<file path="src/rtl/fpu_pkg.sv">
// Shared types for the sequential floating-point divider: FSM states,
// operand classes and flag bit positions.
package fpu_pkg;

    typedef enum logic [1:0] {
        ST_IDLE,
        ST_DIV,
        ST_NORM,
        ST_DONE
    } state_e;

    typedef enum logic [1:0] {
        CLS_ZERO,
        CLS_NORM,
        CLS_INF,
        CLS_NAN
    } op_class_e;

    localparam int FLAGS_W       = 5;
    localparam int FLG_INVALID   = 4;
    localparam int FLG_DIV_ZERO  = 3;
    localparam int FLG_OVERFLOW  = 2;
    localparam int FLG_UNDERFLOW = 1;
    localparam int FLG_INEXACT   = 0;

endpackage

</file>
<file path="src/rtl/fpu_div_seq_if.sv">
// Operand/result handshake bundle between the FPU test datapath and the divider.
interface fpu_div_seq_if #(
    parameter int EXP_W = 8,
    parameter int MAN_W = 23
);
    localparam int W = 1 + EXP_W + MAN_W;

    logic          in_valid;
    logic          in_ready;
    logic [W-1:0]  a;
    logic [W-1:0]  b;
    logic          out_valid;
    logic          out_ready;
    logic [W-1:0]  result;
    logic [4:0]    flags;

    modport master (
        output in_valid, a, b, out_ready,
        input  in_ready, out_valid, result, flags
    );

    modport slave (
        input  in_valid, a, b, out_ready,
        output in_ready, out_valid, result, flags
    );

endinterface

</file>
<file path="src/rtl/fpu_class.sv">
// Combinational operand classifier; subnormals are treated as zero.
module fpu_class
    import fpu_pkg::*;
#(
    parameter int EXP_W = 8,
    parameter int MAN_W = 23
) (
    input  logic [EXP_W-1:0] exp_f,
    input  logic [MAN_W-1:0] man_f,
    output op_class_e        cls
);

    always_comb begin
        cls = CLS_NORM;
        if (exp_f == '0) begin
            cls = CLS_ZERO;
        end else if (exp_f == '1) begin
            cls = (man_f == '0) ? CLS_INF : CLS_NAN;
        end
    end

endmodule

</file>
<file path="src/rtl/fpu_div_seq.sv">
// Sequential IEEE-754-style divider: radix-2 restoring mantissa division,
// round-to-nearest-even, flush-to-zero, valid/ready on both sides.
//
//   state   | meaning
//   --------+-----------------------------------------------------------
//   IDLE    | in_ready high, waiting for an operand pair
//   DIV     | one quotient bit per clock, Q_W clocks
//   NORM    | normalise, round, range-check, register result
//   DONE    | result presented; leaves when consumer takes it
module fpu_div_seq
    import fpu_pkg::*;
#(
    parameter int EXP_W = 8,
    parameter int MAN_W = 23
) (
    input  logic          clk,
    input  logic          rst_n,
    fpu_div_seq_if.slave  io
);

    localparam int W     = 1 + EXP_W + MAN_W;
    localparam int Q_W   = MAN_W + 3;
    localparam int R_W   = MAN_W + 2;
    localparam int E_W   = EXP_W + 2;
    localparam int CNT_W = $clog2(Q_W + 1);
    localparam int BIAS  = (1 << (EXP_W - 1)) - 1;
    localparam logic [E_W-1:0] E_MAX = E_W'((1 << EXP_W) - 1);
    localparam logic [W-1:0]   QNAN  = {1'b0, {EXP_W{1'b1}}, 1'b1, {(MAN_W-1){1'b0}}};

    state_e              state, state_nxt;
    logic [CNT_W-1:0]    cnt;
    logic                sign_q;
    logic [E_W-1:0]      e_q;
    logic [MAN_W:0]      div_q;
    logic [R_W-1:0]      rem_q;
    logic [Q_W-1:0]      quo_q;
    logic [W-1:0]        result_q;
    logic [FLAGS_W-1:0]  flags_q;
    logic                out_valid_q;

    logic                sa, sb, sign_in;
    logic [EXP_W-1:0]    ea, eb;
    logic [MAN_W-1:0]    ma, mb;
    op_class_e           cls_a, cls_b;
    logic                accept, is_special;
    logic [W-1:0]        spec_result;
    logic [FLAGS_W-1:0]  spec_flags;
    logic [E_W-1:0]      e_init;

    assign {sa, ea, ma} = io.a;
    assign {sb, eb, mb} = io.b;
    assign sign_in      = sa ^ sb;
    assign e_init       = E_W'(ea) - E_W'(eb) + E_W'(BIAS);
    assign accept       = (state == ST_IDLE) && io.in_valid;

    fpu_class #(.EXP_W(EXP_W), .MAN_W(MAN_W)) u_class_a (.exp_f(ea), .man_f(ma), .cls(cls_a));
    fpu_class #(.EXP_W(EXP_W), .MAN_W(MAN_W)) u_class_b (.exp_f(eb), .man_f(mb), .cls(cls_b));

    // Priority matters: NaN beats everything, then the invalid forms.
    always_comb begin
        is_special  = 1'b1;
        spec_result = '0;
        spec_flags  = '0;
        if (cls_a == CLS_NAN || cls_b == CLS_NAN) begin
            spec_result = QNAN;
        end else if ((cls_a == CLS_ZERO && cls_b == CLS_ZERO) ||
                     (cls_a == CLS_INF  && cls_b == CLS_INF)) begin
            spec_result              = QNAN;
            spec_flags[FLG_INVALID]  = 1'b1;
        end else if (cls_a == CLS_INF) begin
            spec_result = {sign_in, {EXP_W{1'b1}}, {MAN_W{1'b0}}};
        end else if (cls_b == CLS_ZERO) begin
            spec_result              = {sign_in, {EXP_W{1'b1}}, {MAN_W{1'b0}}};
            spec_flags[FLG_DIV_ZERO] = 1'b1;
        end else if (cls_a == CLS_ZERO || cls_b == CLS_INF) begin
            spec_result = {sign_in, {(W-1){1'b0}}};
        end else begin
            is_special = 1'b0;
        end
    end

    logic                rem_ge;
    logic [R_W-1:0]      rem_diff, rem_next;

    assign rem_ge   = rem_q >= {1'b0, div_q};
    assign rem_diff = rem_q - {1'b0, div_q};
    assign rem_next = (rem_ge ? rem_diff : rem_q) << 1;

    logic                q_msb, guard, sticky, round_up;
    logic [MAN_W-1:0]    man_pre;
    logic [MAN_W:0]      man_rnd;
    logic [E_W-1:0]      e_norm, e_rnd;
    logic [W-1:0]        norm_result;
    logic [FLAGS_W-1:0]  norm_flags;

    assign q_msb    = quo_q[Q_W-1];
    assign man_pre  = q_msb ? quo_q[Q_W-2:2] : quo_q[Q_W-3:1];
    assign guard    = q_msb ? quo_q[1] : quo_q[0];
    assign sticky   = (q_msb & quo_q[0]) | (|rem_q);
    assign e_norm   = q_msb ? e_q : e_q - E_W'(1);
    assign round_up = guard & (sticky | man_pre[0]);
    assign man_rnd  = {1'b0, man_pre} + (MAN_W+1)'(round_up);
    assign e_rnd    = e_norm + E_W'(man_rnd[MAN_W]);

    always_comb begin
        norm_result = {sign_q, e_rnd[EXP_W-1:0], man_rnd[MAN_W-1:0]};
        norm_flags  = '0;
        if (!e_rnd[E_W-1] && e_rnd >= E_MAX) begin
            norm_result               = {sign_q, {EXP_W{1'b1}}, {MAN_W{1'b0}}};
            norm_flags[FLG_OVERFLOW]  = 1'b1;
            norm_flags[FLG_INEXACT]   = 1'b1;
        end else if (e_rnd[E_W-1] || e_rnd == '0) begin
            norm_result               = {sign_q, {(W-1){1'b0}}};
            norm_flags[FLG_UNDERFLOW] = 1'b1;
            norm_flags[FLG_INEXACT]   = 1'b1;
        end else begin
            norm_flags[FLG_INEXACT]   = guard | sticky;
        end
    end

    always_ff @(posedge clk or negedge rst_n) begin
        if (!rst_n) begin
            state <= ST_IDLE;
        end else begin
            state <= state_nxt;
        end
    end

    always_comb begin
        state_nxt = state;
        case (state)
            ST_IDLE: if (io.in_valid) state_nxt = is_special ? ST_DONE : ST_DIV;
            ST_DIV:  if (cnt == CNT_W'(1)) state_nxt = ST_NORM;
            ST_NORM: state_nxt = ST_DONE;
            ST_DONE: if (out_valid_q && io.out_ready) state_nxt = ST_IDLE;
            default: state_nxt = ST_IDLE;
        endcase
    end

    // Special results land in DONE one clock before out_valid rises, giving
    // a uniform one-cycle response after accept.
    always_ff @(posedge clk or negedge rst_n) begin
        if (!rst_n) begin
            cnt         <= '0;
            sign_q      <= 1'b0;
            e_q         <= '0;
            div_q       <= '0;
            rem_q       <= '0;
            quo_q       <= '0;
            result_q    <= '0;
            flags_q     <= '0;
            out_valid_q <= 1'b0;
        end else begin
            case (state)
                ST_IDLE: begin
                    if (accept) begin
                        sign_q <= sign_in;
                        e_q    <= e_init;
                        div_q  <= {1'b1, mb};
                        rem_q  <= {1'b0, 1'b1, ma};
                        quo_q  <= '0;
                        if (is_special) begin
                            cnt      <= '0;
                            result_q <= spec_result;
                            flags_q  <= spec_flags;
                        end else begin
                            cnt      <= CNT_W'(Q_W);
                        end
                    end
                end
                ST_DIV: begin
                    rem_q <= rem_next;
                    quo_q <= {quo_q[Q_W-2:0], rem_ge};
                    cnt   <= cnt - CNT_W'(1);
                end
                ST_NORM: begin
                    result_q    <= norm_result;
                    flags_q     <= norm_flags;
                    out_valid_q <= 1'b1;
                end
                ST_DONE: begin
                    if (!out_valid_q) begin
                        out_valid_q <= 1'b1;
                    end else if (io.out_ready) begin
                        out_valid_q <= 1'b0;
                    end
                end
                default: ;
            endcase
        end
    end

    assign io.in_ready  = (state == ST_IDLE);
    assign io.out_valid = out_valid_q;
    assign io.result    = result_q;
    assign io.flags     = flags_q;

endmodule

</file>
<file path="src/flat_wrapper.sv">
// flat-port wrapper written by rule: the top's interface ports become plain ports
module fpu_div_seq_flat import fpu_pkg::*;
#(
    parameter int EXP_W = 8,
    parameter int MAN_W = 23
)
  (clk, rst_n, io_in_valid, io_a, io_b, io_out_ready, io_in_ready, io_out_valid, io_result, io_flags);
  fpu_div_seq_if #(.EXP_W(EXP_W), .MAN_W(MAN_W)) io_i ();
  input  logic clk;
  input  logic rst_n;
  input wire logic [$bits(io_i.in_valid)-1:0] io_in_valid;
  input wire logic [$bits(io_i.a)-1:0] io_a;
  input wire logic [$bits(io_i.b)-1:0] io_b;
  input wire logic [$bits(io_i.out_ready)-1:0] io_out_ready;
  output wire logic [$bits(io_i.in_ready)-1:0] io_in_ready;
  output wire logic [$bits(io_i.out_valid)-1:0] io_out_valid;
  output wire logic [$bits(io_i.result)-1:0] io_result;
  output wire logic [$bits(io_i.flags)-1:0] io_flags;
  assign io_i.in_valid = io_in_valid;
  assign io_i.a = io_a;
  assign io_i.b = io_b;
  assign io_i.out_ready = io_out_ready;
  assign io_in_ready = io_i.in_ready;
  assign io_out_valid = io_i.out_valid;
  assign io_result = io_i.result;
  assign io_flags = io_i.flags;
  fpu_div_seq #(.EXP_W(EXP_W), .MAN_W(MAN_W)) u_core (.clk(clk), .rst_n(rst_n), .io(io_i));
endmodule
</file>
<file path="config.mk">
export PLATFORM = sky130hd
export DESIGN_NAME = fpu_div_seq_flat
export DESIGN_NICKNAME = d
export VERILOG_FILES = /design/src/rtl/fpu_pkg.sv /design/src/rtl/fpu_div_seq_if.sv /design/src/rtl/fpu_class.sv /design/src/rtl/fpu_div_seq.sv /design/src/flat_wrapper.sv
export SDC_FILE = /design/constraint.sdc
export NUM_CORES = 1
export LEC_CHECK = 0
export CAP_MARGIN = 15
export CORE_MARGIN = 2
export CORE_UTILIZATION = 55
export DETAILED_ROUTE_END_ITERATION = 12
export GPL_ROUTABILITY_DRIVEN = 0
export PLACE_DENSITY = 0.85
export SLEW_MARGIN = 20
export SYNTH_ARGS = -nofsm -noshare
export SYNTH_HDL_FRONTEND = slang
export SYNTH_HIERARCHICAL = 1
export SYNTH_SLANG_ARGS = --single-unit
</file>
<file path="constraint.sdc">
create_clock -name clk -period 5.05 [get_ports clk]
set_clock_uncertainty 0.1 [all_clocks]
set_input_delay 1.2625 -clock clk [delete_from_list [all_inputs] [get_ports clk]]
set_output_delay 1.2625 -clock clk [all_outputs]
set_load 0.02 [all_outputs]
</file>
Word-level counts from Yosys, hierarchy flattened

Cells that the tools add are included.

Add/subtract/negate cells: 7
Divide/modulo/power cells: 0
Bitwise operators: 6
Shift operators: 0
Order comparisons: 2
Eq/ne operators: 15
Reductions and logical operators: 26
Multiply operators: 0
Muxes and demuxes: 53

Operators with widths:

| cell                    | number |
|---|---|
| $mux W32                | 7 |
| $pmux W32 S2            | 1 |
| $mux W31                | 2 |
| $pmux W26 S2            | 1 |
| $pmux W25 S2            | 1 |
| $logic_not A23 Y1       | 2 |
| $mux W26                | 1 |
| $ge A25 B24 Y1          | 1 |
| $mux W25                | 1 |
| $reduce_or A25 Y1       | 1 |
| $add A23 B1 Y24         | 1 |
| $mux W24                | 1 |
| $sub A24 B24 Y24        | 1 |
| $mux W23                | 1 |
| $mux W5                 | 4 |
| $pmux W5 S2             | 2 |
| $mux W1                 | 19 |
| $mux W2                 | 9 |
| $eq A8 B8 Y1 const B    | 2 |
| $logic_not A8 Y1        | 2 |
| $eq A2 B2 Y1 const B    | 6 |
| $add A10 B1 Y10         | 1 |
| $add A10 B7 Y10 const B | 1 |
| $ge A10 B8 Y1 const B   | 1 |
| other kinds (21)        | 40 |

Bits in writable memories: 0
Output and inout bits: 39
Bits in read-only memories: 0
Input port bits: 68
Memories kept: 0
Latch bits: 0
Register bits: 131

Depth between registers and ports, before layout

Depth after elaboration: 14
Gate-level depth with buffers: 20
Mapped depth without buffers: 16

By module

The synthesis kept the hierarchy.

By module, submodules not included:

| module      | times used | area an instance (um^2) | cells each | sequential area each (um^2) |
|---|---|---|---|---|
| fpu_div_seq | 1          | 8956.1                  | 990        | 3278.1 |
| fpu_class   | 2          | 96.3                    | 14         | 0.0 |

Least setup slack after synthesis

Ideal clock, no wire load.

Kind: flip-flop to flip-flop
Start: register u_core.quo_q[25]
End: register u_core.result_q[22] (netlist: u_core/io.result[22])
Slack: 0.600 ns
Stages on the path, launching flop included: 18
Buffers on the path: 3
Setup time: 0.126 ns
Arrival: 4.224 ns
Cell sequence: dfrtp_1 -> buf_2 -> buf_2 -> nand2b_1 -> a211oi_1 -> nand4_1 -> nor4_4 -> and2_1 -> ha_1 -> o31ai_4 -> nand2b_1 -> a2bb2oi_1 -> xnor2_1 -> a2111oi_4 -> nand2b_1 -> and3_1 -> buf_4 -> a221o_1

Word-level cells in the longest chain between the ends: 11
Elaborated cells between the ends (all ways): 17
Those cells by class: add/sub: 2; order compare: 1; mux: 6; bitwise: 4; reduce/logical: 4

Ends and longest elaborated chain:

| element                                                 | RTL line           | source |
|---|---|---|
| from (decl)                                             | fpu_div_seq.sv:36  | `logic [Q_W-1:0] quo_q;` |
| from (signal assigned)                                  | fpu_div_seq.sv:173 | `quo_q <= {quo_q[Q_W-2:0], rem_ge};` |
| branches (longest 9 deep; another with $add A23 B1 Y24) | n/a                |  |
| $mux W31 *                                              | fpu_div_seq.sv:108 | `if (!e_rnd[E_W-1] && e_rnd >= E_MAX) begin` |
| $pmux W32 S2 *                                          | fpu_div_seq.sv:154 | `case (state)` |
| to (signal assigned)                                    | fpu_div_seq.sv:164 | `result_q <= spec_result;` |
| to (signal assigned)                                    | fpu_div_seq.sv:177 | `result_q <= norm_result;` |
| to (decl)                                               | fpu_div_seq.sv:37  | `logic [W-1:0] result_q;` |

Every way passes the cells marked *.
A chain may end at the register's enable or synchronous reset.

Worst setup path in the final report

Same ends and word-level chain as after synthesis.

==> impl_metrics.tcl <==
set metrics [dict create \
    layout-drive-gt1-share_pct 8.61 \
    post_cts_resized 0 \
    slowest_delay_ns 0.52 \
    clock_sinks 131 \
    synth_top_flop_cell "dfrtp_1" \
    setup_violations 0 \
    clockRootBuffer "clkbuf_16" \
    antenna_found_initial 0 \
    diodes 0 \
    slew_violations 0 \
    ir_drop_uv 445 \
    cts_tree "yes" \
    drtIter0Drc 757 \
    grt_pass1_vias 7770 \
    cp-start-kind "register" \
    path_buf_inv 1 \
    synth-seq-cells 131 \
    pwr_density_cell_mw_per_mm2 634 \
    wl_per_cell_um 17.4 \
    synth_cell_types 75 \
    clk_pin_slew_worst_paths_ns 0.06 \
    post-route-period-util_pct 87.8 \
    area_delta_synth_final_pct 19.8 \
    layout.nets 1203 \
    grtUsageTotal_pct 26.3 \
    max_slew_margin_pct 41.5 \
    clock_latency_ns 0.43 \
    post-cts-setup-buffers 0 \
    hold_viol 0 \
    port_buffers 106 \
    criticalPathCategory "reg -> reg" \
    fin_setup_tns_ns 0 \
    syn-cell-area_mm2 0.00915 \
    routed_wl_um 23000 \
    die-height_um 133 \
    leakage_uw 0.00456 \
    die-area_mm2 0.0177 \
    htree_levels 4 \
    crit_path_frequent_cell "nand2b_1" \
    clockBufferDepth 2 \
    end_kind "register" \
    layout_commonest_cell "dfrtp_1" \
    cts-buffers-inserted 17 \
    status "complete, no violations" \
    initial_core_util_pct 55.8 \
    num-fill-cells 1253 \
    crit_chain "nand2b_1 > a211oi_1 > nand4_1 > nor4_4 > and2_1 > ha_1 > o31ai_4 > nand2b_1 > a2bb2oi_1 > xnor2_1 > a2111oi_4 > nand2b_1 > and3_1 > buf_4 > a221o_1" \
    grt_first_pass_wirelength_um 37500 \
    rsz0062_at_grt "no" \
    worstMarginPinSlew_ns 0.875 \
    syn_avg_cell_area_um2 8.99 \
    critical_path.top_delay_family "compound AO/OA/AOI/OAI gates" \
    mostFrequentLayoutCells "130 x dfrtp_1, 105 x clkdlybuf4s50_1, 77 x nand2_1" \
    drtAntennaViolNets 0 \
    maxCapViolations 0 \
    cts_hold_buf 0 \
    crit_required_ns 5.25 \
    yosys_warnings 6 \
    critPathMaxFanout 23 \
    io_pins 107 \
    slowest_stage "a211oi_1" \
    yosysSeqAreaShare_pct 35.8 \
    grt_max_degree 67 \
    floorplan.rows 47 \
    synth_edf_count 0 \
    core_area_mm2 0.0164 \
    die_x_um 133 \
    vias 8053 \
    routed_via_density 6.09 \
    hold_path.class "reg -> reg" \
    dp_slack_ns 0.603 \
    dr.pass1.iters 5 \
    route.detailed.drc 0 \
    cp.arrival_ns 4.64 \
    dpl.hpwl_um 16700 \
    max_freq_mhz 226 \
    layout_setup_ws_ns 0.618 \
    synth_nets 1131 \
    fin_crit_ns 4.43 \
    async_flop_share_pct 100 \
    grt_overflow_total 0 \
    syn_inst 1018 \
]
## synthesized netlist by cell type, drive strengths merged, types with 4 or more instances
cell type  count  area (um2)
or3            7        43.8
nor2b         13        81.3
clkbuf        55         206
inv           52         195
nor3          38         190
o21ai         53         265
nand2b        14        87.6
dfrtp        131        3280
o31ai          8        78.8
nand4         13        81.3
and2           8        50.1
nand3         23         115
a22o          46         403
o21a           8        60.1
a22oi          4        30.0
a21boi         4        30.0
nor2          77         297
mux2i         23         230
and3          11        68.8
nor4          24         178
buf           12        80.1
a21oi         56         280
or4            8        67.6
o22ai          6        37.5
o211ai         4        30.0
a21o          16         120
nand2         78         293
xor2          31         279
a211oi        19         143
a221o          8        80.1
ha            43         538
xnor2         47         412
mux2          27         304
## final timing paths
check	start	cells after the start	slack (ns)	endpoint
min in group asynchronous	rst_n	1	0.72	u_core/io.result[25]
setup reg to reg	u_core/quo_q[25]	15	0.62	u_core/io.result[22]
hold reg to reg	u_core/div_q[23]	2	0.35	u_core/div_q[23]
max in group asynchronous	rst_n	2	3.12	u_core/quo_q[25]
hold / removal	u_core/div_q[23]	2	0.35	u_core/div_q[23]
setup / recovery	u_core/quo_q[25]	15	0.62	u_core/io.result[22]
## where the power goes
part | switching, uW | internal, uW | total [uW]
Combinational | 2280 | 1640 | 3930
Clock | 490 | 794 | 1280
Sequential | 343 | 1390 | 1740
## worst min-delay path, delay by kind of cell, from the launching register on
family | cells | cell delay, ns
buf+inv | 1 | 0.05
simple gates | 1 | 0.05
flops | 1 | 0.32
## flip-flops by register name, summed over array words and instances, names as in the netlist
name / cells
u_core/io.result: 32
u_core/state: 2
u_core/quo_q: 26
u_core/io.out_valid: 1
u_core/rem_q: 25
u_core/div_q: 24
u_core/e_q: 10
u_core/sign_q: 1
u_core/cnt: 5
u_core/io.flags: 5
## through the flow
stage / power, uW / std cells / area [um2] / hold WS [ns] / util (%)
after floorplan: 4590 / 1018 / 9150 / 0.318 / -
after global placement: 5450 / 1291 / 10300 / 0.332 / 63.0
after detailed placement: 5550 / 1291 / 10300 / 0.340 / 63.0
after CTS: 6890 / 1323 / 11000 / 0.355 / 66.8
after global routing: 7410 / 1323 / 11000 / 0.384 / 66.8
final: 6950 / 1323 / 11000 / 0.349 / 66.8
## routing by layer
| layer | wire length [um] | GRT usage, % | up-vias | part of all wire [%] |
|---|---|---|---|---|
| met1 | 9730 | 33.5 | 3816 | 42 |
| met4 | 723 | 10.3 | 0 | 3.1 |
| li1 | - | - | 3859 | - |
| met3 | 1490 | 5.94 | 56 | 6.5 |
| met5 | 0 | 0 | - | 0 |
| met2 | 11100 | 43.7 | 322 | 48 |
## cells by family (layout without fill, tap and decap cells)
kind of cell | after synthesis | count (layout) | synth area share (%)
adders and majority gates | 45 | 45 | 6.32
DFF | 131 | 131 | 35.8
buffers and inverters | 119 | 204 | 5.27
xor gates and xnor gates | 78 | 78 | 7.55
muxes | 50 | 50 | 5.84
and+or+nand+nor | 330 | 330 | 18.6
AOI/OAI and AO/OA | 265 | 265 | 20.6
## area by class of cell
type                       instances  area (um2)  area share (%)
inverter                          52         195            1.78
clock buffer                      18         439            4.01
multi-input combinational        768        5420            49.4
tap                              220         275            2.51
sequential                       131        3280            29.9
timing repair buffer             120        1180            10.7
clock inverter                    14         178            1.62
Power figures use the tool's default switching activity.
